[src/rtl/uart_cmd_rx.sv]
// UART command receiver: 2-flop synchronizer, 8N1 deframer and HEAD/ADDR/DATA/CHK frame parser.
// Define PARITY_EN to build the 8E1 variant with even-parity checking and par_err reporting.
module uart_cmd_rx #(
    parameter int unsigned CLKS_PER_BIT = 16,
    parameter logic [7:0]  HEAD_BYTE    = 8'hA5,
    parameter int unsigned TIMEOUT_BITS = 20
) (
    input  logic       clock_in,
    input  logic       reset,
    input  logic       rx_in,
    output logic       cmd_valid,
    output logic [7:0] cmd_addr,
    output logic [7:0] cmd_data,
    output logic       frame_err,
    output logic       chk_err,
    output logic       par_err,
    output logic       busy
);
    localparam int unsigned HALF_BIT  = CLKS_PER_BIT / 2;
    localparam int unsigned CNT_W     = $clog2(CLKS_PER_BIT);
    localparam int unsigned TO_CYCLES = TIMEOUT_BITS * CLKS_PER_BIT;
    localparam int unsigned TO_W      = $clog2(TO_CYCLES + 1);

    typedef enum logic [2:0] {B_IDLE, B_START, B_DATA, B_PARITY, B_STOP} bit_state_t;
    typedef enum logic [1:0] {P_HUNT, P_ADDR, P_DATA, P_CHK} parse_state_t;

    logic             r_rx_meta;
    logic             r_rx_sync;
    bit_state_t       r_bstate;
    parse_state_t     r_pstate;
    logic [CNT_W-1:0] r_bit_cnt;
    logic [2:0]       r_bit_idx;
    logic [7:0]       r_shift;
    logic [7:0]       r_addr_tmp;
    logic [7:0]       r_data_tmp;
    logic [TO_W-1:0]  r_idle_cnt;

    logic w_bit_end;
    logic w_stop_sample;
    logic w_byte_ok;
    logic w_start_seen;
    logic w_timeout;
    logic w_par_bad;

`ifdef PARITY_EN
    logic r_par_bad;
    assign w_par_bad = r_par_bad;
`else
    assign w_par_bad = 1'b0;
    assign par_err   = 1'b0;
`endif

    assign w_bit_end     = (r_bit_cnt == CNT_W'(CLKS_PER_BIT - 1));
    assign w_stop_sample = (r_bstate == B_STOP) && w_bit_end;
    assign w_byte_ok     = w_stop_sample && r_rx_sync && !w_par_bad;
    assign w_start_seen  = (r_bstate == B_IDLE) && !r_rx_sync;
    assign w_timeout     = (r_pstate != P_HUNT) && (r_bstate == B_IDLE) && r_rx_sync
                           && (r_idle_cnt == TO_W'(TO_CYCLES - 1));

    always_ff @(posedge clock_in) begin
        if (reset) begin
            r_rx_meta  <= 1'b1;
            r_rx_sync  <= 1'b1;
            r_bstate   <= B_IDLE;
            r_pstate   <= P_HUNT;
            r_bit_cnt  <= '0;
            r_bit_idx  <= '0;
            r_shift    <= '0;
            r_addr_tmp <= '0;
            r_data_tmp <= '0;
            r_idle_cnt <= '0;
            cmd_valid  <= 1'b0;
            cmd_addr   <= '0;
            cmd_data   <= '0;
            frame_err  <= 1'b0;
            chk_err    <= 1'b0;
            busy       <= 1'b0;
`ifdef PARITY_EN
            r_par_bad  <= 1'b0;
            par_err    <= 1'b0;
`endif
        end else begin
            r_rx_meta <= rx_in;
            r_rx_sync <= r_rx_meta;
            cmd_valid <= 1'b0;
            frame_err <= 1'b0;
            chk_err   <= 1'b0;
`ifdef PARITY_EN
            par_err   <= 1'b0;
`endif
            busy      <= (r_pstate != P_HUNT) || (r_bstate != B_IDLE);
            r_bit_cnt <= r_bit_cnt + CNT_W'(1);

            // Bit engine: every sample is taken at the bit centre.
            case (r_bstate)
                B_IDLE: begin
                    r_bit_cnt <= '0;
                    if (!r_rx_sync) r_bstate <= B_START;
                end
                B_START: begin
                    if (r_bit_cnt == CNT_W'(HALF_BIT - 1)) begin
                        r_bit_cnt <= '0;
                        r_bit_idx <= '0;
                        r_bstate  <= r_rx_sync ? B_IDLE : B_DATA;
                    end
                end
                B_DATA: begin
                    if (w_bit_end) begin
                        r_bit_cnt <= '0;
                        r_shift   <= {r_rx_sync, r_shift[7:1]};
                        r_bit_idx <= r_bit_idx + 3'd1;
                        if (r_bit_idx == 3'd7) begin
`ifdef PARITY_EN
                            r_bstate <= B_PARITY;
`else
                            r_bstate <= B_STOP;
`endif
                        end
                    end
                end
`ifdef PARITY_EN
                B_PARITY: begin
                    if (w_bit_end) begin
                        r_bit_cnt <= '0;
                        r_par_bad <= (r_rx_sync != (^r_shift));
                        r_bstate  <= B_STOP;
                    end
                end
`endif
                B_STOP: begin
                    if (w_bit_end) begin
                        r_bstate <= B_IDLE;
                        if (!r_rx_sync) frame_err <= 1'b1;
`ifdef PARITY_EN
                        else if (r_par_bad) par_err <= 1'b1;
`endif
                    end
                end
                default: r_bstate <= B_IDLE;
            endcase

            // Inactivity timer only runs while a frame is partially received.
            if (w_timeout || w_start_seen || (r_pstate == P_HUNT)) r_idle_cnt <= '0;
            else if (r_bstate == B_IDLE) r_idle_cnt <= r_idle_cnt + TO_W'(1);

            if (w_stop_sample && !w_byte_ok) begin
                r_pstate <= P_HUNT;
            end else if (w_byte_ok) begin
                case (r_pstate)
                    P_HUNT: if (r_shift == HEAD_BYTE) r_pstate <= P_ADDR;
                    P_ADDR: begin
                        r_addr_tmp <= r_shift;
                        r_pstate   <= P_DATA;
                    end
                    P_DATA: begin
                        r_data_tmp <= r_shift;
                        r_pstate   <= P_CHK;
                    end
                    default: begin
                        if (r_shift == (r_addr_tmp ^ r_data_tmp)) begin
                            cmd_valid <= 1'b1;
                            cmd_addr  <= r_addr_tmp;
                            cmd_data  <= r_data_tmp;
                        end else begin
                            chk_err <= 1'b1;
                        end
                        r_pstate <= P_HUNT;
                    end
                endcase
            end else if (w_timeout) begin
                r_pstate <= P_HUNT;
            end
        end
    end
endmodule
[config.mk]
export PLATFORM = sky130hd
export DESIGN_NAME = uart_cmd_rx
export DESIGN_NICKNAME = d
export VERILOG_FILES = /design/src/rtl/uart_cmd_rx.sv
export SDC_FILE = /design/constraint.sdc
export NUM_CORES = 1
export LEC_CHECK = 0
export ABC_AREA = 0
export CORE_UTILIZATION = 40
export CTS_BUF_LIST = sky130_fd_sc_hd__clkbuf_8
export DETAILED_ROUTE_END_ITERATION = 10
export PLACE_DENSITY = 0.63
export SLEW_MARGIN = 20
export SYNTH_ARGS = -nofsm -noshare
export SYNTH_HDL_FRONTEND = slang
export SYNTH_SLANG_ARGS = --single-unit
export TNS_END_PERCENT = 30
[constraint.sdc]
create_clock -name clock_in -period 2.25 [get_ports clock_in]
set_input_delay 0.45 -clock clock_in [delete_from_list [all_inputs] [get_ports clock_in]]
set_output_delay 0.45 -clock clock_in [all_outputs]
set_load 0.01 [all_outputs]
# After elaboration in Yosys (flattened, before gate mapping)

Cells that the tools add are included.

Add/subtract/negate cells: 3
Eq/ne operators: 17
Muxes and demuxes: 20
Bitwise operators: 6
Reduce and logical (&&, ||, !) cells: 30

Operators by type and width:

| operator                                                        | number |
|---|---|
| 3-bit two-way mux                                               | 7 |
| 3-bit case mux with 4 select lines                              | 1 |
| 4-bit case mux with 3 select lines                              | 1 |
| 2-bit != test, second input constant                            | 5 |
| 9-bit by 1-bit adder with 9-bit output, second input constant   | 1 |
| 9-bit == test, second input constant                            | 1 |
| 3-bit AND reduction                                             | 3 |
| 8-bit == test                                                   | 1 |
| 8-bit == test, second input constant                            | 1 |
| 2-bit two-way mux                                               | 4 |
| 4-bit two-way mux                                               | 2 |
| 8-bit XOR                                                       | 1 |
| 1-bit logical AND                                               | 7 |
| 3-bit == test, second input constant                            | 2 |
| 2-bit case mux with 3 select lines                              | 1 |
| 3-bit case mux with 2 select lines                              | 1 |
| 2-bit nonzero test                                              | 3 |
| 3-bit OR reduction                                              | 2 |
| 6-bit OR reduction                                              | 1 |
| 1-bit NOT                                                       | 5 |
| 5-bit AND reduction                                             | 1 |
| 4-bit by 1-bit adder with 4-bit output, second input constant   | 1 |
| 4-bit by 3-bit == test with 1-bit output, second input constant | 1 |
| 4-bit == test, second input constant                            | 1 |
| 15 further kinds                                                | 22 |

Flip-flop bits (word level): 67
Input bits: 3
Output and inout port bits: 21
Logic and storage cells: 92

# Logic depth before layout (Yosys ltp)

Gate-level depths: netlist (run 1).

Word-level depth: 7
Mapped depth: 8
Mapped depth without buffers: 6

# Least setup slack after synthesis (run 1)

No wires, ideal clock.

Path type: register to register
From: register r_bit_cnt[0]
To: register cmd_addr[4]
Library setup time: 72 ps
Arrival time: 1887 ps
Data required time: 2178 ps
Slack: 292 ps
Stages on the path, launching flop included: 8
Path buffers: 2
Clock period less this slack: 1958 ps
Cell sequence: dfxtp_1 -> ha_1 -> and2_1 -> clkbuf_1 -> nand3_1 -> nor4_4 -> buf_6 -> mux2i_1

Longest elaborated chain between the ends: 7

Ends and longest elaborated chain:

| item                                   | line | text |
|---|---|---|
| from (decl)                            | 31   | `logic [CNT_W-1:0] r_bit_cnt;` |
| from (signal assigned)                 | 92   | `r_bit_cnt <= r_bit_cnt + CNT_W'(1);` |
| 4-bit == test *                        | 53   | `assign w_bit_end = (r_bit_cnt == CNT_W'(CLKS_PER_BIT - 1));` |
| 1-bit logical AND *                    | 54   | `assign w_stop_sample = (r_bstate == B_STOP) && w_bit_end;` |
| 1-bit logical AND                      | 55   | `assign w_byte_ok = w_stop_sample && r_rx_sync && !w_par_bad;` |
| 1-bit zero test                        | 146  | `if (w_stop_sample && !w_byte_ok) begin` |
| 1-bit logical AND                      | 146  |  |
| 1-bit NOT (no source line)             | --   |  |
| 4-bit AND reduction (no source line) * | --   |  |
| to (signal assigned)                   | 162  | `cmd_addr <= r_addr_tmp;` |
| to (decl)                              | 12   | `output logic [7:0] cmd_addr,` |

Every way passes the cells marked *; elsewhere a longest branch is shown, timed or not.
A chain may end at the register's enable or synchronous reset.

# Worst setup path in the final report (run 1)

Same ends and word-level chain as after synthesis.

==> key figures, run 1 <==
Setup path
  • Worst-path maximum fanout: 16
  • Crit-path cells: ha_1 -> and2_1 -> nand3_1 -> nor4_4 -> buf_12 -> mux2i_1
  • Buf/Inv on CP: 1
  • Slowest-stage cell, CP: dfxtp_1
  • CP delay by family, top: simple AND/OR/NAND/NOR gates
  • Reg2reg start: r_bit_cnt[0]$_SDFF_PP0_
  • Flop2flop setup slack: 400 ps
  • WP data required: 2520 ps
  • CP max stage delay: 360 ps
  • CP startpoint kind: flop
  • Crit Path Class: reg -> reg
  • R2R Path End: cmd_addr[4]$_SDFFE_PP0P_
  • Reg2reg path depth: 6
  • Worst Path Arrival: 2120 ps
  • CP Capture Type: flop

Routing
  • Detailed Routing Iterations Pass 1: 4
  • Met3 Routed Length: 159 um
  • DRC Markers: 0
  • M1 WL: 2990 um
  • Initial DRC count: 78
  • Metal2 WL: 2630 um
  • DR vias: 2270
  • Per-cell routed wire length: 12.9 um
  • Detailed Route WL: 5850 um
  • DRT antenna net count: 0
  • Post-DR vias/cell: 5.01
  • DR top layer: met4

Placement
  • Placement Cell Area: 0.00344 mm^2
  • Post-DP HPWL: 3970 um
  • Dpl ws: 403 ps
  • Inst Count DP: 437
  • Routability-driven placement congestion ratio: 0.770
  • I/O Buffers: 22

CTS
  • H-tree depth: 3
  • CTS tree: built
  • Post-CTS setup buffers: 0
  • CTS root buf: clkbuf_8
  • Resized Gates After CTS: 0
  • CTS Hold Bufs: 0
  • CTS sink cnt: 67
  • Clock Latency Late Sink: 340 ps
  • Clock Tree Buf Depth: 2
  • Clock slew at reported path FFs: 70 ps
  • TritonCTS buffer count: 9

Floorplanning
  • Boundary Pins: 24
  • Initial Util: 42.0%
  • Area of the die: 0.00808 mm^2
  • # rows: 31
  • Die Ht: 89.9 um
  • Core area: 0.00737 mm^2
  • Die width: 89.9 um

Yosys
  • Synth Instances: 327
  • Post-synth top area cell: dfxtp_1
  • FF+latch count, synth: 67
  • Syn_nets: 338
  • Synth top cells by count: 67 x dfxtp_1, 33 x nand2b_1, 26 x nand2_1
  • Seq/Total Area, Yosys: 43.4%
  • Ys flop type: dfxtp_1
  • Syn Std Cell Area: 0.00309 mm^2
  • Synth top area share: 43.4%
  • Synth unique cells: 44
  • Post-synth EDFFs: 0
  • Ranking of synthesized cells by area: dfxtp_1 43%, mux2i_1 8.1%, nand2b_1 6.7%, a21oi_1 3.9%, nand3_1 3.6%
  • Yosys warns: 0
  • Syn avg cell area: 9.45 um^2
  • Count leader, synth: dfxtp_1
  • FFs w/ async S/R, synth: 0%

STA
  • Slew Limit Fails: 0
  • RSZ-0062 raised after global routing: no
  • PnR worst setup slack: 399 ps
  • TNS Setup: 0 ps
  • Final Hold Vio Count: 0
  • Final setup viols: 0
  • Fmax: 0.540 GHz
  • Fin crit share: 82.3%
  • Final Critical Period: 1850 ps
  • Worst Skew: 8.48 ps

Final layout
  • Filler Cells Inserted: 690
  • Final nets: 360
  • Final cell count without fillers: 453
  • Fin area: 0.00367 mm^2
  • Synthesis-to-finish area growth: 18.6%
  • Ant diodes: 0
  • Layout cells sized above 1: 11.0%

Job
  • Maxcap violations: 0

Pwr
  • LEAKAGE: 1.22 nW
  • Cell Pwr Density: 645 mW/mm^2
  • Total power: 2.37 mW
  • Worst ir drop on vdd: 416 uV

Min path
  • Hold path cells: 1
  • Hold Crit Endpoint: r_rx_sync$_SDFF_PP1_
  • Worst Hold Class: reg -> reg
  • Worst hold start: r_rx_meta$_SDFF_PP1_

Global routing
  • Global-route wire length before repair: 10200 um
  • GRT Overall Usage: 15.5%
  • Vias in the first global route: 2149
  • Initial antenna violation count: 0
  • Gr ovfl total: 0
  • Largest net degree at the start of global routing: 59

Run status
  • Status: finished clean
==> placed cells by master, fill, tap and decap left out, types with 4 or more instances in the layout <==
| cell type | netlist | layout |
|---|---|---|
| buf_4 | 1 | 9 |
| xor2_1 | 5 | 5 |
| xnor3_2 | 4 | 4 |
| nand2_1 | 26 | 26 |
| nor3_1 | 11 | 11 |
| a21oi_1 | 24 | 24 |
| xnor3_1 | 4 | 4 |
| nand2b_1 | 33 | 33 |
| or3_1 | 4 | 4 |
| ha_1 | 8 | 8 |
| nor2_1 | 21 | 21 |
| nand3_1 | 22 | 22 |
| clkdlybuf4s50_1 | 0 | 21 |
| inv_1 | 5 | 5 |
| dfxtp_1 | 67 | 67 |
| mux2i_1 | 25 | 25 |
| nor4_1 | 4 | 4 |
| nand4_1 | 5 | 5 |
| clkbuf_8 | 0 | 11 |
==> metrics by stage <==
stage / utilization [%] / hold WS [ps]
floorplan: - / 389
global placement: 46.7 / 396
detailed placement: 46.7 / 401
CTS: 49.7 / 418
global route: 49.7 / 435
finish: 49.7 / 416
==> registers in the layout (all words and copies together) (netlist names) <==
name / cells
r_pstate: 2
cmd_addr: 8
chk_err: 1
r_bit_cnt: 4
r_shift: 8
r_rx_meta: 1
r_bstate: 3
r_addr_tmp: 8
r_idle_cnt: 9
r_data_tmp: 8
cmd_data: 8
busy: 1
cmd_valid: 1
r_bit_idx: 3
r_rx_sync: 1
frame_err: 1
==> report_power, final <==
part | internal, mW | leakage [nW] | total, mW | switching, mW
combinational | 0.0240 | 0.559 | 0.0526 | 0.0286
sequential | 1.19 | 0.540 | 1.19 | 0.00522
clock | 0.678 | 0.119 | 1.12 | 0.440
==> worst max path at each step <==
stage | start | end | slack, ps | depth (start not counted)
6_report | r_bit_cnt[0]$_SDFF_PP0_ | cmd_addr[4]$_SDFFE_PP0P_ | 400 | 6
5_1_grt | r_bit_cnt[0]$_SDFF_PP0_ | cmd_addr[6]$_SDFFE_PP0P_ | 240 | 6
4_1_cts | r_bit_cnt[0]$_SDFF_PP0_ | cmd_addr[0]$_SDFFE_PP0P_ | 400 | 6
3_5_place_dp | r_bit_cnt[0]$_SDFF_PP0_ | cmd_addr[6]$_SDFFE_PP0P_ | 400 | 6
3_3_place_gp | r_pstate[0]$_SDFFE_PP0P_ | r_idle_cnt[3]$_SDFFE_PP0N_ | 440 | 6
2_1_floorplan | r_bit_cnt[0]$_SDFF_PP0_ | cmd_addr[4]$_SDFFE_PP0P_ | 290 | 7
==> final cells by class <==
cell class / count / area [um^2] / area share, %
flip-flops and latches: 67 / 1340 / 36.6
well taps: 99 / 124 / 3.38
clock buffers: 11 / 151 / 4.13
clock inverters: 5 / 75.1 / 2.05
multi-input cells: 233 / 1630 / 44.5
inverters: 5 / 18.8 / 0.512
repair buffers: 33 / 323 / 8.81
==> per-layer routing <==
| layer | track usage, % | up-vias |
|---|---|---|
| met1 | 20.2 | 1058 |
| li1 | - | 1173 |
| met5 | 0 | - |
| met2 | 24.5 | 29 |
| met3 | 3.89 | 10 |
| met4 | 6.32 | 0 |
==> kinds of logic (layout without fill, tap and decap cells) <==
group                    after synthesis  in the layout  share of synthesized area [%]
AO/OA/AOI/OAI                         38             38                           7.04
XOR/XNOR                              16             16                           8.26
adder cells (fa/ha/maj)                8              8                           3.24
buffers and inverters                 27             54                           3.80
flip-flops                            67             67                           43.4
multiplexers                          25             25                           8.09
other                                  1              1                          0.121
AND/OR/NAND/NOR                      145            145                           26.1
==> worst reg2reg max path, stage by stage, from the launching register on <==
cell	delay, ps
dfxtp_1	360
ha_1	230
and2_1	260
nand3_1	260
nor4_4	260
buf_12	210
mux2i_1	210
Note: power is estimated with default switching activity, not from simulation.
==> run 2: changes to the inputs <==
clock period = 1.9 ns   (was 2.25 ns; I/O delays follow)
==> run 2 against run 1 <==
Against the previous run: routed wire length rose by 1.2%; setup slack lost 230 ps; maximum frequency up 6.9%; count of clock-buffer cells in the layout decreased by 2; hold slack worse by 2.8 ps; critical path depth stayed put; utilization is 1.0 points higher; largest cell class unchanged.
==> key figures, run 2 (same netlist as run 1, synthesis figures left out) <==
Pwr
  • P_int: 1.91 mW (+0.81%)
  • LEAKAGE: 1.26 nW (+3.4%)
  • Sw Ratio: 23.1% (+3.1 points)
  • Cell Pwr Density: 663 mW/mm^2 (+2.7%)
  • Power share of the clock group: 40.3% (-7.0 points)
  • Combinational share of power: 2.8% (+0.6 points)
  • Net switching power: 0.574 mW (+21%)
  • Worst ir drop on vdd: 584 uV (+40%)
  • Reg power frac: 56.9% (+6.4 points)

STA
  • Final Hold Vio Count: 0 (unchanged)
  • Final Critical Period: 1730 ps (-119 ps)
  • Final setup viols: 0 (unchanged)
  • Worst Skew: 8.30 ps (-0.182 ps)
  • Slew Limit Fails: 0 (unchanged)
  • Fin crit share: 91.1% (+8.9 points)
  • Final hold slack: 413 ps (-2.77 ps)
  • Fmax: 0.578 GHz (+6.9%)
  • RSZ-0062 raised after global routing: no
  • TNS Setup: 0 ps (unchanged)

CTS
  • Clock slew at reported path FFs: 70 ps (about the same)
  • Clock Latency Late Sink: 340 ps (about the same)
  • Post-CTS setup buffers: 0 (unchanged)
  • H-tree depth: 3 (unchanged)
  • CTS Hold Bufs: 0 (unchanged)
  • CTS tree: built
  • Resized Gates After CTS: 0 (unchanged)
  • CTS sink cnt: 67 (unchanged)
  • TritonCTS buffer count: 9 (unchanged)
  • Clock Tree Buf Depth: 2 (unchanged)
  • CTS root buf: clkbuf_8

Routing
  • Post-DR vias/cell: 4.91 (-2.0%)
  • DRT antenna net count: 0 (unchanged)
  • Initial DRC count: 72 (-7.7%)
  • Per-cell routed wire length: 12.7 um (-1.9%)
  • Detailed Routing Iterations Pass 1: 4 (unchanged)
  • DR vias: 2294 (+1.1%)
  • DRC Markers: 0 (unchanged)
  • Detailed Route WL: 5920 um (+1.2%)

Final layout
  • Multi-input logic area: 0.00165 mm^2 (+0.92%)
  • Synthesis-to-finish area growth: 21.0%
  • Biggest register: r_idle_cnt
  • Filler Cells Inserted: 717 (+3.9%)
  • Layout cells sized above 1: 15.2% (+4.2 points)
  • Max FFs per register: 9 (unchanged)
  • Leading cell type in the layout, fill and taps excluded: dfxtp_1
  • Ant diodes: 0 (unchanged)
  • Fin area: 0.00374 mm^2 (+2.1%)
  • Reg area: 0.00134 mm^2 (about the same)
  • Most frequent cells in the layout: 66 x dfxtp_1, 33 x nand2b_1, 26 x nand2_1, 25 x mux2i_1, 24 x a21oi_1
  • Final nets: 374 (+3.9%)

Floorplanning
  • Boundary Pins: 24 (unchanged)
  • Die width: 89.9 um (unchanged)
  • Core area: 0.00737 mm^2 (unchanged)
  • Die Ht: 89.9 um (unchanged)
  • # rows: 31 (unchanged)
  • Initial Util: 42.0% (unchanged)
  • Area of the die: 0.00808 mm^2 (unchanged)

Min path
  • Worst Hold Class: reg -> reg

Setup path
  • Crit-path cells: inv_1 -> ha_1 -> or4_1 -> o221ai_1 -> buf_4 -> nor2_1
  • Worst-path maximum fanout: 8 (-8)
  • Buf/Inv on CP: 2 (+1)
  • CP delay by family, top: simple AND/OR/NAND/NOR gates
  • Slowest-stage cell, CP: or4_1
  • CP max stage delay: 540 ps (+180 ps)
  • WP data required: 2140 ps (-380 ps)
  • Crit Path Class: reg -> reg
  • Worst Path Arrival: 1970 ps (-150 ps)
  • CP startpoint kind: flop
  • CP Capture Type: flop

Global routing
  • GRT Overall Usage: 16.2% (+0.73 points)
  • Global-route wire length before repair: 10400 um (+2.6%)
  • Initial antenna violation count: 0 (unchanged)
  • Largest net degree at the start of global routing: 48 (-19%)
  • Gr ovfl total: 0 (unchanged)
  • Vias in the first global route: 2261 (+5.2%)

Placement
  • Placement Cell Area: 0.00357 mm^2 (+3.9%)
  • Routability-driven placement congestion ratio: 0.838 (+8.8%)
  • Post-DP HPWL: 4280 um (+7.8%)
  • I/O Buffers: 22 (unchanged)

Run status
  • Status: finished clean

Job
  • Maxcap violations: 0 (unchanged)
[run 2: layout make-up]
type                       count  area share (%)
multi-input combinational    233            44.0
sequential                    67            35.9
timing repair buffer          47            11.8
clock buffer                   9            3.31
tap                           99            3.31
clock inverter                 7            1.20
inverter                       5           0.502
[run 2: worst paths after layout]
path / startpoint / end / slack (ps) / cells past startpoint
max: r_pstate[0]$_SDFFE_PP0P_ / r_idle_cnt[2]$_SDFFE_PP0N_ / 170 / 6
min reg2reg: r_rx_meta$_SDFF_PP1_ / r_rx_sync$_SDFF_PP1_ / 410 / 1
max reg2reg: r_pstate[0]$_SDFFE_PP0P_ / r_idle_cnt[2]$_SDFFE_PP0N_ / 170 / 6
min: r_rx_meta$_SDFF_PP1_ / r_rx_sync$_SDFF_PP1_ / 410 / 1
[run 2: routing by layer]
layer,GRT usage [%],part of all wire (%),vias up
li1,-,-,1197
met1,19.7,48,1050
met2,26.5,47,37
met3,5.67,3.3,10
met4,6.05,2.0,0
met5,0,0,-
[run 2: power groups by stage]
stage          Sequential (mW)  Clock [mW]  Combinational (mW)
2_1_floorplan             1.44           0              0.0506
3_3_place_gp              1.44           0              0.0698
3_5_place_dp              1.44           0              0.0698
4_1_cts                   1.41        1.04              0.0699
5_1_grt                   1.41        1.10              0.0772
6_report                  1.41       0.999              0.0688
[run 2: stage by stage]
step | worst slack, ps | std cells | util (%) | power, mW
after floorplan | 18.5 | 327 | - | 1.49
after global placement | 208 | 451 | 48.5 | 1.51
after detailed placement | 174 | 451 | 48.5 | 1.51
after CTS | 165 | 467 | 50.8 | 2.52
after global routing | 44.6 | 467 | 50.8 | 2.59
final | 168 | 467 | 50.8 | 2.48
==> run 3: changes to the inputs <==
DONT_BUFFER_PORTS = 1   (was default)
PLACE_DENSITY = 0.59   (was 0.63)
==> run 3 against run 2 <==
Against the previous run: clock power rose by 68%; non-clock buffer count shrank 26; critical path type unchanged; die area did not move; sequential share of layout area increased by 1.5 points; largest power group is now the clock network; sequential cell count did not move; final cell count down 5.6%; highest routed layer unchanged; power grew 26%; sequential power hardly changed; utilization fell by 2.1 points; combinational power is 44% lower; count of clock-buffer cells in the layout unchanged; clock skew fell by 0.87 ps.
==> key figures, run 3 (same netlist as run 1, synthesis figures left out) <==
Run status
  • Status: finished clean

Setup path
  • CP startpoint kind: flop
  • WP data required: 2140 ps (about the same)
  • CP max stage delay: 530 ps (about the same)
  • Slowest-stage cell, CP: or4_1
  • Worst Path Arrival: 1980 ps (about the same)
  • Worst-path maximum fanout: 8 (unchanged)
  • CP Capture Type: flop
  • Reg2reg path depth: 6 (unchanged)
  • Crit-path cells: inv_1 -> ha_1 -> or4_1 -> o221ai_1 -> buf_4 -> nor2_1
  • Crit Path Class: reg -> reg

Floorplanning
  • Die width: 89.9 um (unchanged)
  • Area of the die: 0.00808 mm^2 (unchanged)
  • Die Ht: 89.9 um (unchanged)
  • Initial Util: 42.0% (unchanged)
  • # rows: 31 (unchanged)
  • Core area: 0.00737 mm^2 (unchanged)
  • Boundary Pins: 24 (unchanged)

Final layout
  • Most frequent cells in the layout: 66 x dfxtp_1, 33 x nand2b_1, 26 x nand2_1, 25 x mux2i_1, 24 x a21oi_1
  • Synthesis-to-finish area growth: 16.1%
  • Max FFs per register: 9 (unchanged)
  • Biggest register: r_idle_cnt
  • Fin util: 48.7% (-2.1 points)
  • Layout cells sized above 1: 14.9% (-0.31 points)
  • Ant diodes: 0 (unchanged)
  • Final nets: 348 (-7.0%)
  • Leading cell type in the layout, fill and taps excluded: dfxtp_1

Min path
  • Worst Hold Class: in -> reg
  • Hold path cells: 1 (unchanged)

CTS
  • H-tree depth: 3 (unchanged)
  • Clock slew at reported path FFs: 70 ps (about the same)
  • Post-CTS setup buffers: 0 (unchanged)
  • CTS Hold Bufs: 0 (unchanged)
  • CTS sink cnt: 67 (unchanged)
  • CTS tree: built
  • Resized Gates After CTS: 0 (unchanged)
  • Clock Tree Buf Depth: 2 (unchanged)
  • Clock Latency Late Sink: 340 ps (about the same)
  • TritonCTS buffer count: 9 (unchanged)
  • CTS root buf: clkbuf_8

Pwr
  • Power share of the clock group: 53.6% (+13 points)
  • Sw Ratio: 17.9% (-5.3 points)
  • Cell Pwr Density: 871 mW/mm^2 (+31%)
  • Net switching power: 0.559 mW (-2.6%)
  • P_int: 2.57 mW (+35%)
  • Total power: 3.13 mW (+26%)
  • Combinational share of power: 1.2% (-1.6 points)
  • LEAKAGE: 1.21 nW (-4.0%)
  • Reg power frac: 45.2% (-12 points)
  • Worst ir drop on vdd: 454 uV (-22%)

Routing
  • DR vias: 2231 (-2.7%)
  • Initial DRC count: 114 (+58%)
  • Post-DR vias/cell: 5.06 (+3.0%)
  • Per-cell routed wire length: 14.0 um (+10%)
  • DRC Markers: 0 (unchanged)
  • Detailed Routing Iterations Pass 1: 4 (unchanged)
  • Detailed Route WL: 6160 um (+4.1%)
  • DRT antenna net count: 0 (unchanged)

Placement
  • Routability-driven placement congestion ratio: 0.747 (-11%)
  • I/O Buffers: 0 (-100%)
  • Post-DP HPWL: 4040 um (-5.5%)

Global routing
  • Vias in the first global route: 2207 (-2.4%)
  • GRT Overall Usage: 16.6% (+0.39 points)
  • Gr ovfl total: 0 (unchanged)
  • Initial antenna violation count: 0 (unchanged)
  • Largest net degree at the start of global routing: 75 (+56%)
  • Global-route wire length before repair: 10600 um (+1.3%)

STA
  • RSZ-0062 raised after global routing: no
  • Fin crit share: 91.6% (+0.50 points)
  • Final Hold Vio Count: 0 (unchanged)
  • Slew Limit Fails: 0 (unchanged)
  • TNS Setup: 0 ps (unchanged)
  • Final setup viols: 0 (unchanged)
  • Final Critical Period: 1740 ps (+9.53 ps)
  • Worst Skew: 7.43 ps (-0.867 ps)
  • Fmax: 0.574 GHz (-0.55%)

Job
  • Maxcap violations: 0 (unchanged)
## run 3: changes by cell type in the layout (fill, tap and decap cells not counted)
cell / previous run / this run
clkdlybuf4s50_1: 21 / 0
bufinv_16: 0 / 5
clkinv_2: 4 / 1
buf_12: 3 / 1
buf_4: 22 / 20
buf_2: 1 / 0
clkinv_4: 2 / 1
clkinvlp_4: 1 / 0
## run 3: layout make-up
cell class | count | area [um^2]
Sequential cell | 67 | 1340
Timing Repair Buffer | 21 | 170
Clock inverter | 7 | 164
Tap cell | 99 | 124
Inverter | 5 | 18.8
Clock buffer | 9 | 124
Fill cell | 701 | 3780
Multi-Input combinational cell | 233 | 1650
## run 3: power groups by stage
| stage | clock network (mW) | registers [mW] | logic [mW] |
|---|---|---|---|
| floorplan | 0 | 1.44 | 0.0506 |
| global placement | 0 | 1.44 | 0.0392 |
| detailed placement | 0 | 1.44 | 0.0394 |
| CTS | 1.72 | 1.41 | 0.0396 |
| global route | 1.77 | 1.41 | 0.0419 |
| finish | 1.68 | 1.41 | 0.0387 |
## run 3: worst max-delay path, delay by kind of cell (launching register included)
family	cells	cell delay, ps
simple gates	2	580
flops	1	380
buf+inv	2	280
fa+ha+maj	1	200
compound gates	1	190
## run 3: path summary, 6_finish.rpt
check                           startpoint                          to  slack (ps)
setup / recovery  r_pstate[1]$_SDFFE_PP0P_  r_idle_cnt[2]$_SDFFE_PP0N_         160
hold / removal                       reset  r_addr_tmp[3]$_SDFFE_PP0P_         110
setup reg to reg  r_pstate[1]$_SDFFE_PP0P_  r_idle_cnt[2]$_SDFFE_PP0N_         160
hold reg to reg       r_rx_meta$_SDFF_PP1_        r_rx_sync$_SDFF_PP1_         410
## run 3: per-stage QoR
step	hold slack [ps]	std cells	cell area, um^2	worst slack, ps
6_report	111	441	3590	159
5_1_grt	85.3	441	3590	29.2
4_1_cts	73.0	441	3590	140
3_5_place_dp	403	425	3300	164
3_3_place_gp	395	425	3300	194
2_1_floorplan	389	327	3120	18.5
## run 3: per-layer routing
layer  track usage (%)  up-vias  wire length [um]
met3              5.08        7               242
met2              27.4       42              2940
li1                  -     1142                 -
met5                 0        -                 0
met4              6.85        0                85
met1              20.1     1040              2890
